<file path="src/rtl/axi_pkg.sv">
// Shared AXI burst definitions used by the slave-side address generators.
package axi_pkg;

  localparam logic [1:0] BURST_FIXED = 2'b00;
  localparam logic [1:0] BURST_INCR  = 2'b01;
  localparam logic [1:0] BURST_WRAP  = 2'b10;

  localparam int unsigned BOUNDARY_4K = 4096;
  localparam int unsigned PAGE_LSB    = $clog2(BOUNDARY_4K);

  typedef enum logic {
    ST_IDLE  = 1'b0,
    ST_BURST = 1'b1
  } burst_state_t;

  // WRAP bursts are only defined for power-of-two lengths 2..16.
  function automatic logic legal_wrap_len(input logic [31:0] len);
    return (len == 32'd2) || (len == 32'd4) || (len == 32'd8) || (len == 32'd16);
  endfunction

endpackage

</file>
<file path="src/rtl/axi_next_addr.sv">
// Combinational next-beat address for FIXED / INCR / WRAP bursts.
// The caller supplies an already-corrected command and the wrap lower bound.
module axi_next_addr
  import axi_pkg::*;
#(
  parameter int ADDR_W = 32,
  parameter int LEN_W  = 6
) (
  input  logic [ADDR_W-1:0] i_addr,
  input  logic [2:0]        i_size,
  input  logic [LEN_W-1:0]  i_len,
  input  logic [1:0]        i_type,
  input  logic [ADDR_W-1:0] i_wrap_lo,
  output logic [ADDR_W-1:0] o_next
);

  logic [ADDR_W-1:0] w_bytes;
  logic [ADDR_W-1:0] w_incr;
  logic [ADDR_W-1:0] w_wrap_hi;

  assign w_bytes   = ADDR_W'(1) << i_size;
  // Step from the aligned address so an unaligned INCR start snaps onto the grid.
  assign w_incr    = (i_addr & ~(w_bytes - ADDR_W'(1))) + w_bytes;
  // Upper bound is exclusive; equality works even when it wraps modulo 2^ADDR_W.
  assign w_wrap_hi = i_wrap_lo + (ADDR_W'(i_len) << i_size);

  // Select the next address according to the burst type.
  always_comb begin
    o_next = w_incr;
    case (i_type)
      BURST_FIXED: o_next = i_addr;
      BURST_WRAP:  o_next = (w_incr == w_wrap_hi) ? i_wrap_lo : w_incr;
      default:     o_next = w_incr;
    endcase
  end

endmodule

</file>
<file path="src/rtl/axi_burst_addr_gen.sv">
// Slave-side per-beat address generator: accepts one burst command, corrects
// illegal fields, then issues one address per beat over a valid/ready handshake.
module axi_burst_addr_gen
  import axi_pkg::*;
#(
  parameter int ADDR_W        = 32,
  parameter int LEN_W         = 6,
  parameter int MAX_SIZE_LOG2 = 2
) (
  input  logic              aclk,
  input  logic              reset,
  input  logic              cmd_valid,
  output logic              cmd_ready,
  input  logic [ADDR_W-1:0] cmd_addr,
  input  logic [LEN_W-1:0]  cmd_len,
  input  logic [2:0]        cmd_size,
  input  logic [1:0]        cmd_type,
  output logic              beat_valid,
  input  logic              beat_ready,
  output logic [ADDR_W-1:0] beat_addr,
  output logic [LEN_W-1:0]  beat_idx,
  output logic              beat_last,
  output logic              busy,
  output logic              cmd_err
);

  burst_state_t r_state, w_state_nxt;

  logic [ADDR_W-1:0] r_addr;
  logic [LEN_W-1:0]  r_idx;
  logic [LEN_W-1:0]  r_len;
  logic [2:0]        r_size;
  logic [1:0]        r_type;
  logic [ADDR_W-1:0] r_wrap_lo;
  logic              r_err;

  logic              w_accept;
  logic              w_advance;
  logic              w_is_last;
  logic [ADDR_W-1:0] w_next;

  // Corrected command fields, valid in the accept cycle.
  logic [2:0]        w_size_c;
  logic [LEN_W-1:0]  w_len_c;
  logic [ADDR_W-1:0] w_bytes;
  logic [ADDR_W-1:0] w_aligned;
  logic [ADDR_W-1:0] w_wrap_sz;
  logic [ADDR_W-1:0] w_wrap_lo;
  logic [ADDR_W-1:0] w_incr_last;
  logic              w_wrap_ok;
  logic              w_cross_4k;
  logic [1:0]        w_type_c;
  logic [ADDR_W-1:0] w_start_c;
  logic              w_err;

  assign w_size_c    = (cmd_size > 3'(MAX_SIZE_LOG2)) ? 3'(MAX_SIZE_LOG2) : cmd_size;
  assign w_len_c     = (cmd_len == '0) ? LEN_W'(1) : cmd_len;
  assign w_bytes     = ADDR_W'(1) << w_size_c;
  assign w_aligned   = cmd_addr & ~(w_bytes - ADDR_W'(1));
  assign w_wrap_ok   = legal_wrap_len(32'(w_len_c));
  assign w_wrap_sz   = ADDR_W'(w_len_c) << w_size_c;
  assign w_wrap_lo   = cmd_addr & ~(w_wrap_sz - ADDR_W'(1));
  assign w_incr_last = w_aligned + (ADDR_W'(w_len_c - LEN_W'(1)) << w_size_c);
  assign w_cross_4k  = cmd_addr[ADDR_W-1:PAGE_LSB] != w_incr_last[ADDR_W-1:PAGE_LSB];

  // Resolve burst type, start address and error flag for the incoming command.
  always_comb begin
    w_type_c  = cmd_type;
    w_start_c = cmd_addr;
    w_err     = (cmd_size > 3'(MAX_SIZE_LOG2));
    case (cmd_type)
      BURST_FIXED: ;
      BURST_WRAP: begin
        if (w_wrap_ok) begin
          w_start_c = w_aligned;
          if (cmd_addr != w_aligned) w_err = 1'b1;
        end else begin
          w_type_c = BURST_INCR;
          w_err    = 1'b1;
        end
      end
      BURST_INCR: ;
      default: begin
        w_type_c = BURST_INCR;
        w_err    = 1'b1;
      end
    endcase
    if ((w_type_c == BURST_INCR) && w_cross_4k) w_err = 1'b1;
  end

  axi_next_addr #(
    .ADDR_W (ADDR_W),
    .LEN_W  (LEN_W)
  ) u_next (
    .i_addr    (r_addr),
    .i_size    (r_size),
    .i_len     (r_len),
    .i_type    (r_type),
    .i_wrap_lo (r_wrap_lo),
    .o_next    (w_next)
  );

  assign w_is_last = (r_idx == (r_len - LEN_W'(1)));

  // State register.
  always_ff @(posedge aclk) begin
    if (reset) r_state <= ST_IDLE;
    else       r_state <= w_state_nxt;
  end

  // Next-state and handshake outputs.
  always_comb begin
    w_state_nxt = r_state;
    w_accept    = 1'b0;
    w_advance   = 1'b0;
    cmd_ready   = 1'b0;
    beat_valid  = 1'b0;
    busy        = 1'b0;
    beat_last   = 1'b0;
    case (r_state)
      ST_IDLE: begin
        cmd_ready = ~reset;
        if (cmd_valid && !reset) begin
          w_accept    = 1'b1;
          w_state_nxt = ST_BURST;
        end
      end
      ST_BURST: begin
        beat_valid = 1'b1;
        busy       = 1'b1;
        beat_last  = w_is_last;
        if (beat_ready) begin
          w_advance = 1'b1;
          if (w_is_last) w_state_nxt = ST_IDLE;
        end
      end
      default: w_state_nxt = ST_IDLE;
    endcase
  end

  // Command latch, beat counter and address register.
  always_ff @(posedge aclk) begin
    if (reset) begin
      r_addr    <= '0;
      r_idx     <= '0;
      r_len     <= '0;
      r_size    <= '0;
      r_type    <= '0;
      r_wrap_lo <= '0;
      r_err     <= 1'b0;
    end else begin
      r_err <= w_accept && w_err;
      if (w_accept) begin
        r_addr    <= w_start_c;
        r_idx     <= '0;
        r_len     <= w_len_c;
        r_size    <= w_size_c;
        r_type    <= w_type_c;
        r_wrap_lo <= w_wrap_lo;
      end else if (w_advance && !w_is_last) begin
        r_addr <= w_next;
        r_idx  <= r_idx + LEN_W'(1);
      end
    end
  end

  assign beat_addr = r_addr;
  assign beat_idx  = r_idx;
  assign cmd_err   = r_err;

endmodule

</file>
<file path="config.mk">
export PLATFORM = sky130hd
export DESIGN_NAME = axi_burst_addr_gen
export DESIGN_NICKNAME = d
export VERILOG_FILES = /design/src/rtl/axi_pkg.sv /design/src/rtl/axi_next_addr.sv /design/src/rtl/axi_burst_addr_gen.sv
export SDC_FILE = /design/constraint.sdc
export NUM_CORES = 1
export LEC_CHECK = 0
export CAP_MARGIN = 15
export CORE_UTILIZATION = 50
export DETAILED_ROUTE_END_ITERATION = 8
export PLACE_DENSITY = 0.78
export REMOVE_ABC_BUFFERS = 1
export SLEW_MARGIN = 25
export SYNTH_ARGS = -nofsm -noshare
export SYNTH_HDL_FRONTEND = slang
export SYNTH_SLANG_ARGS = --single-unit
export TNS_END_PERCENT = 30
</file>
<file path="constraint.sdc">
create_clock -name aclk -period 17.2 [get_ports aclk]
set_clock_uncertainty 0.1 [all_clocks]
set_input_delay 2.58 -clock aclk [delete_from_list [all_inputs] [get_ports aclk]]
set_output_delay 2.58 -clock aclk [all_outputs]
set_load 0.005 [all_outputs]
</file>
==> results.toml, run 1 <==
[status]
status = "completed"

[worst_setup_path]
critPathLaunchType = "input pin"
cp_num_buf_inv = 1
end_kind = "register"
required_ps = 17360
crit_family = "compound AO/OA/AOI/OAI gates"
crit_type = "input pin to register"
cp_slowest_stage_delay_ps = 670
path_cells = "clkdlybuf4s50_1, nor4_1, a21oi_1, ha_1, or2_2, a21oi_1, ha_1, nand2_1, a2111oi_0, o41ai_1, nand2_1, a21oi_1, o21ai_0, a22oi_1, o21ai_0, o32ai_1, nor3_1, and3_1, a221oi_1"
cp_slowest_cell = "nor4_1"
cp.arrival_ps = 8040
cpMostUsedCell = "a21oi_1"
path_max_fanout = 9

[floorplan]
ios = 90
fp.dieArea_sq_um = 18730
fp.dieH_microns = 136.9
core_area_sq_um = 17540
die_w_microns = 136.9
num_rows = 48
start_util = 0.5186

[yosys]
synth_area_per_cell_sq_um = 7.617
netlist_instances = 1194
ys_ff_latch = 83
ys.flop_type = "dfxtp_1"
synth_seq_area_share = 0.1827
yosys_warnings = 0
synth_edf_count = 0
synth.distinct_cells = 91
async_flop_share = 0
syn_area_sq_um = 9095

[power_and_ir_drop]
p_per_area_nw_per_um2 = 57.43
ir_drop_mv = 0.04768
p_total_mw = 0.5866
leakage_nw = 3.981

[global_routing]
overflow = 0
gr-usage-all-layers = 0.2951
first_global_vias = 8347
antenna_found_initial = 0
grt_pass1_wl_microns = 43360
grt_start_max_net_pins = 63

[detailed_routing]
drc = 0
ant_nets = 0
wl_met3_microns = 2540
drt_wl_total_microns = 27550
highest_layer = "met4"
routed-wl-met2_microns = 12320
routed_via_density = 6.473
wire_per_inst_microns = 19.17
wl_met1_microns = 12240
drt-initial-drc-count = 946
first_pass_iters = 5
vias = 9302

[place]
dp_worst_setup_slack_ps = 9014
gp_congestion = 0.9780
dp_hpwl_microns = 20930
place_area_sq_um = 9923
place_inst = 1421
io_buffers = 89

[final_layout]
seq_area_sq_um = 1662
drive_above_1_share = 0.05033
antennaDiodeCount = 0
fillers = 1622
final_net_count = 1308
postLayoutCellArea_sq_um = 10210
mostFrequentLayoutCell = "nand2_1"
postLayoutCoreUtil = 0.5825
final_cells = 1437
area_growth_pct = 12.31
layout_common_cells = "113 x nand2_1, 89 x clkdlybuf4s50_1, 86 x a21oi_1"
multi_input_area_sq_um = 6864

[clock_network]
clock-sinks = 83
cts.clk_slew.worst_paths_ps = 60
cts_tree = "yes"
post_cts_buffers = 0
clk_latency_ps = 350
cts_hold_buf = 0
cts_buffer_depth = 2
cts.repair.resized = 0
cts_buffers = 9
htreeDepth = 3
root_buffer = "clkbuf_16"

[sta]
fin_crit_ps = 7885
post-route-period-util = 0.4585
drv_slew = 0
setup_viol_count_final = 0
holdWs_ps = 405.5
hold_viol = 0
rsz0062_at_grt = "false"
tns_ps = 0
fmax_mhz = 126.8
slew_headroom = 0.3522
setup_ws_ps = 9315
tightest_slew_ps = 968.2

[worst_hold_path]
hold_path_class = "register to register"

[run]
drv_cap = 0
[sequential cells by signal, indices dropped and copies added (netlist names)]
register,count
r_len,6
r_wrap_lo,32
r_size,3
cmd_err,1
r_state,1
beat_idx,6
beat_addr,32
r_type,2
[worst min-delay path, stage by stage, from the launching register on]
cell     delay (ps)
dfxtp_1         330
nand2_1          60
a21oi_1          60
[layer usage]
layer | global-route usage | vias up
met4 | 0.08852 | 0
met3 | 0.03815 | 36
met1 | 0.4180 | 4411
met2 | 0.4636 | 443
li1 | - | 4412
met5 | 0 | -
[layout make-up]
| class | count | area share |
|---|---|---|
| clock buffers | 13 | 0.02646 |
| clock inverters | 3 | 0.002082 |
| inverters | 44 | 0.01617 |
| multi-input cells | 972 | 0.6720 |
| flip-flops and latches | 83 | 0.1627 |
| well taps | 225 | 0.02756 |
| repair buffers | 97 | 0.09309 |
[cell families (layout without fill, tap and decap cells)]
group	Yosys count	count (layout)	share of synthesized area
buf+inv	140	157	0.06342
mux	52	52	0.05860
fa+ha+maj	54	54	0.07511
compound gates	350	350	0.2687
flops	83	83	0.1827
simple gates	387	387	0.2179
other cells	2	3	0.0008257
xor+xnor	126	126	0.1328
[Yosys cell counts (all sizes together) (9+ instances only)]
cell type,number,area (sq um)
a2111oi,10,106.4
a211oi,28,210.2
a21o,18,135.1
a21oi,86,430.4
a22o,13,113.9
a31oi,11,68.82
and2,16,100.1
and3,22,137.6
buf,20,126.4
clkbuf,76,285.3
dfxtp,83,1662
ha,53,663.1
inv,44,165.2
mux2,10,112.6
mux2i,42,420.4
nand2,113,424.2
nand3,44,225.2
nand4,24,150.1
nor2,70,262.8
nor2b,10,62.56
nor3,20,100.1
nor4,9,62.56
o21a,9,67.56
o21ai,59,295.3
o22ai,28,175.2
o31ai,11,110.1
xnor2,76,673.2
xor2,43,376.6
[power breakdown]
| part | internal [mW] | total (mW) | switching, mW |
|---|---|---|---|
| Clock | 0.110 | 0.191 | 0.0810 |
| Combinational | 0.0794 | 0.173 | 0.0933 |
| Sequential | 0.203 | 0.223 | 0.0198 |
[worst paths after layout]
check / start / endpoint / slack (ps) / depth (start not counted)
worst min register to register: r_wrap_lo[12] / r_wrap_lo[12] / 410 / 2
worst max-delay path: cmd_len[3] / cmd_err / 9310 / 19
worst max register to register: r_size[0] / beat_addr[15] / 10590 / 17
worst min-delay path: r_wrap_lo[12] / r_wrap_lo[12] / 410 / 2
No activity file was read; power rests on OpenSTA's default activity.
==> run 2: changes to the inputs <==
- clock period: 17.2 -> 7.59 ns (I/O delays scaled with it)
==> run 2 against run 1 <==
Compared with the run above: via count shrank 1.1%; sequential share of layout area shrank 0.056 points; clock power grew 140%; sequential power grew 130%.
==> results.toml, run 2 (same netlist as run 1, synthesis figures left out) <==
[clock_network]
clock-sinks = 83
root_buffer = "clkbuf_16"
post_cts_buffers = 0
cts.clk_slew.worst_paths_ps = 60
cts_tree = "yes"
cts_hold_buf = 0
htreeDepth = 3
cts.repair.resized = 0
cts_buffer_depth = 2
clk_latency_ps = 350
cts_buffers = 9

[detailed_routing]
vias = 9202
first_pass_iters = 6
wl_met1_microns = 12450
highest_layer = "met4"
drt-initial-drc-count = 841
ant_nets = 0
wire_per_inst_microns = 19.23
routed_via_density = 6.390
drc = 0
drt_wl_total_microns = 27690
routed-wl-met2_microns = 12270
wl_met3_microns = 2494

[worst_setup_path]
rr_endpoint = "beat_addr[2]"
path_max_fanout = 9
r2r_start = "r_size[0]"
path_cells = "clkdlybuf4s50_1, nor4_1, a21oi_1, ha_1, or2_2, a21oi_1, ha_1, nand2_1, a2111oi_0, o41ai_1, nand2_1, a21oi_1, o21ai_0, a22oi_1, o21ai_0, a21oi_1, xnor2_1, nor4_1, a221oi_1"
endpoint = "cmd_err"
r2r_cells = 17
cp.arrival_ps = 6570
startpoint = "cmd_len[3]"
end_kind = "register"
cp_slowest_stage_delay_ps = 650
crit_type = "input pin to register"
critPathLaunchType = "input pin"
cp_slowest_cell = "nor4_1"
cpMostUsedCell = "a21oi_1"
required_ps = 7680
reg2reg_slack_ps = 1370

[sta]
post-route-period-util = 0.8533
setup_viol_count_final = 0
fin_crit_ps = 6476
drv_slew = 0
setup_ws_ps = 1114
tns_ps = 0
tightest_slew_ps = 1040
rsz0062_at_grt = "false"
fmax_mhz = 154.4
slew_headroom = 0.3042
hold_viol = 0

[global_routing]
gr-usage-all-layers = 0.2981
overflow = 0
grt_pass1_wl_microns = 43660
grt_start_max_net_pins = 63
first_global_vias = 8355
antenna_found_initial = 0

[final_layout]
drive_above_1_share = 0.05432
fillers = 1631
antennaDiodeCount = 0
final_net_count = 1311
final_cells = 1440
postLayoutCoreUtil = 0.5845
mostFrequentLayoutCell = "nand2_1"
area_growth_pct = 12.70
seq_area_sq_um = 1662
layout_common_cells = "113 x nand2_1, 89 x clkdlybuf4s50_1, 86 x a21oi_1"
multi_input_area_sq_um = 6865

[power_and_ir_drop]
leakage_nw = 3.999
p_total_mw = 1.353
p_per_area_nw_per_um2 = 132.0
ir_drop_mv = 0.1141

[worst_hold_path]
hold_path_class = "register to register"

[floorplan]
fp.dieH_microns = 136.9
num_rows = 48
ios = 90
start_util = 0.5186
die_w_microns = 136.9
fp.dieArea_sq_um = 18730
core_area_sq_um = 17540

[place]
dp_worst_setup_slack_ps = 891.8
dp_hpwl_microns = 21020
gp_congestion = 0.9672
place_inst = 1424
io_buffers = 89

[status]
status = "completed"

[run]
drv_cap = 0
run 2: changes by cell type in the layout (fill, tap and decap cells not counted), sizes merged:
cell and change:
buf +3, bufinv +1, clkbuf -3, clkinvlp +1
inv +1
run 2: metal layers:
metal	vias up	global-route usage
met5	-	0
met4	0	0.08425
met3	38	0.05370
met2	376	0.4597
met1	4360	0.4217
li1	4428	-
run 2: layout make-up:
class | count | area share
clock buffers | 10 | 0.02332
repair buffers | 100 | 0.09497
well taps | 225 | 0.02747
multi-input cells | 972 | 0.6698
inverters | 44 | 0.01611
clock inverters | 6 | 0.006226
flip-flops and latches | 83 | 0.1621
run 2: how the worst min path moves through the flow:
stage                     slack, ps            end  cells past startpoint          start
after detailed placement        380  r_wrap_lo[12]                      2  r_wrap_lo[12]
after CTS                       390  r_wrap_lo[12]                      2  r_wrap_lo[12]
final                           400  r_wrap_lo[12]                      2  r_wrap_lo[12]
after global routing            420  r_wrap_lo[12]                      2  r_wrap_lo[12]
after global placement          370  r_wrap_lo[12]                      2  r_wrap_lo[12]
after floorplan                 340  r_wrap_lo[12]                      2  r_wrap_lo[12]
run 2: power breakdown:
group          internal (mW)  leakage, nW  switching, mW
logic                  0.180         3.17          0.210
registers              0.461        0.679         0.0464
clock network          0.264        0.145          0.192
total                  0.905         4.00          0.448
run 2: critical path, delay by kind of cell:
family	cells	cell delay, ps
buffers and inverters	1	580
and+or+nand+nor	5	1510
xor gates and xnor gates	1	80
AOI/OAI and AO/OA	10	2620
adders and majority gates	2	640
run 2: stage by stage:
step	instance area [sq um]	hold slack, ps
final	10250	395.9
after global routing	10250	416.8
after floorplan	8687	342.4
after detailed placement	9946	381.0
after global placement	9943	373.7
after CTS	10250	391.1
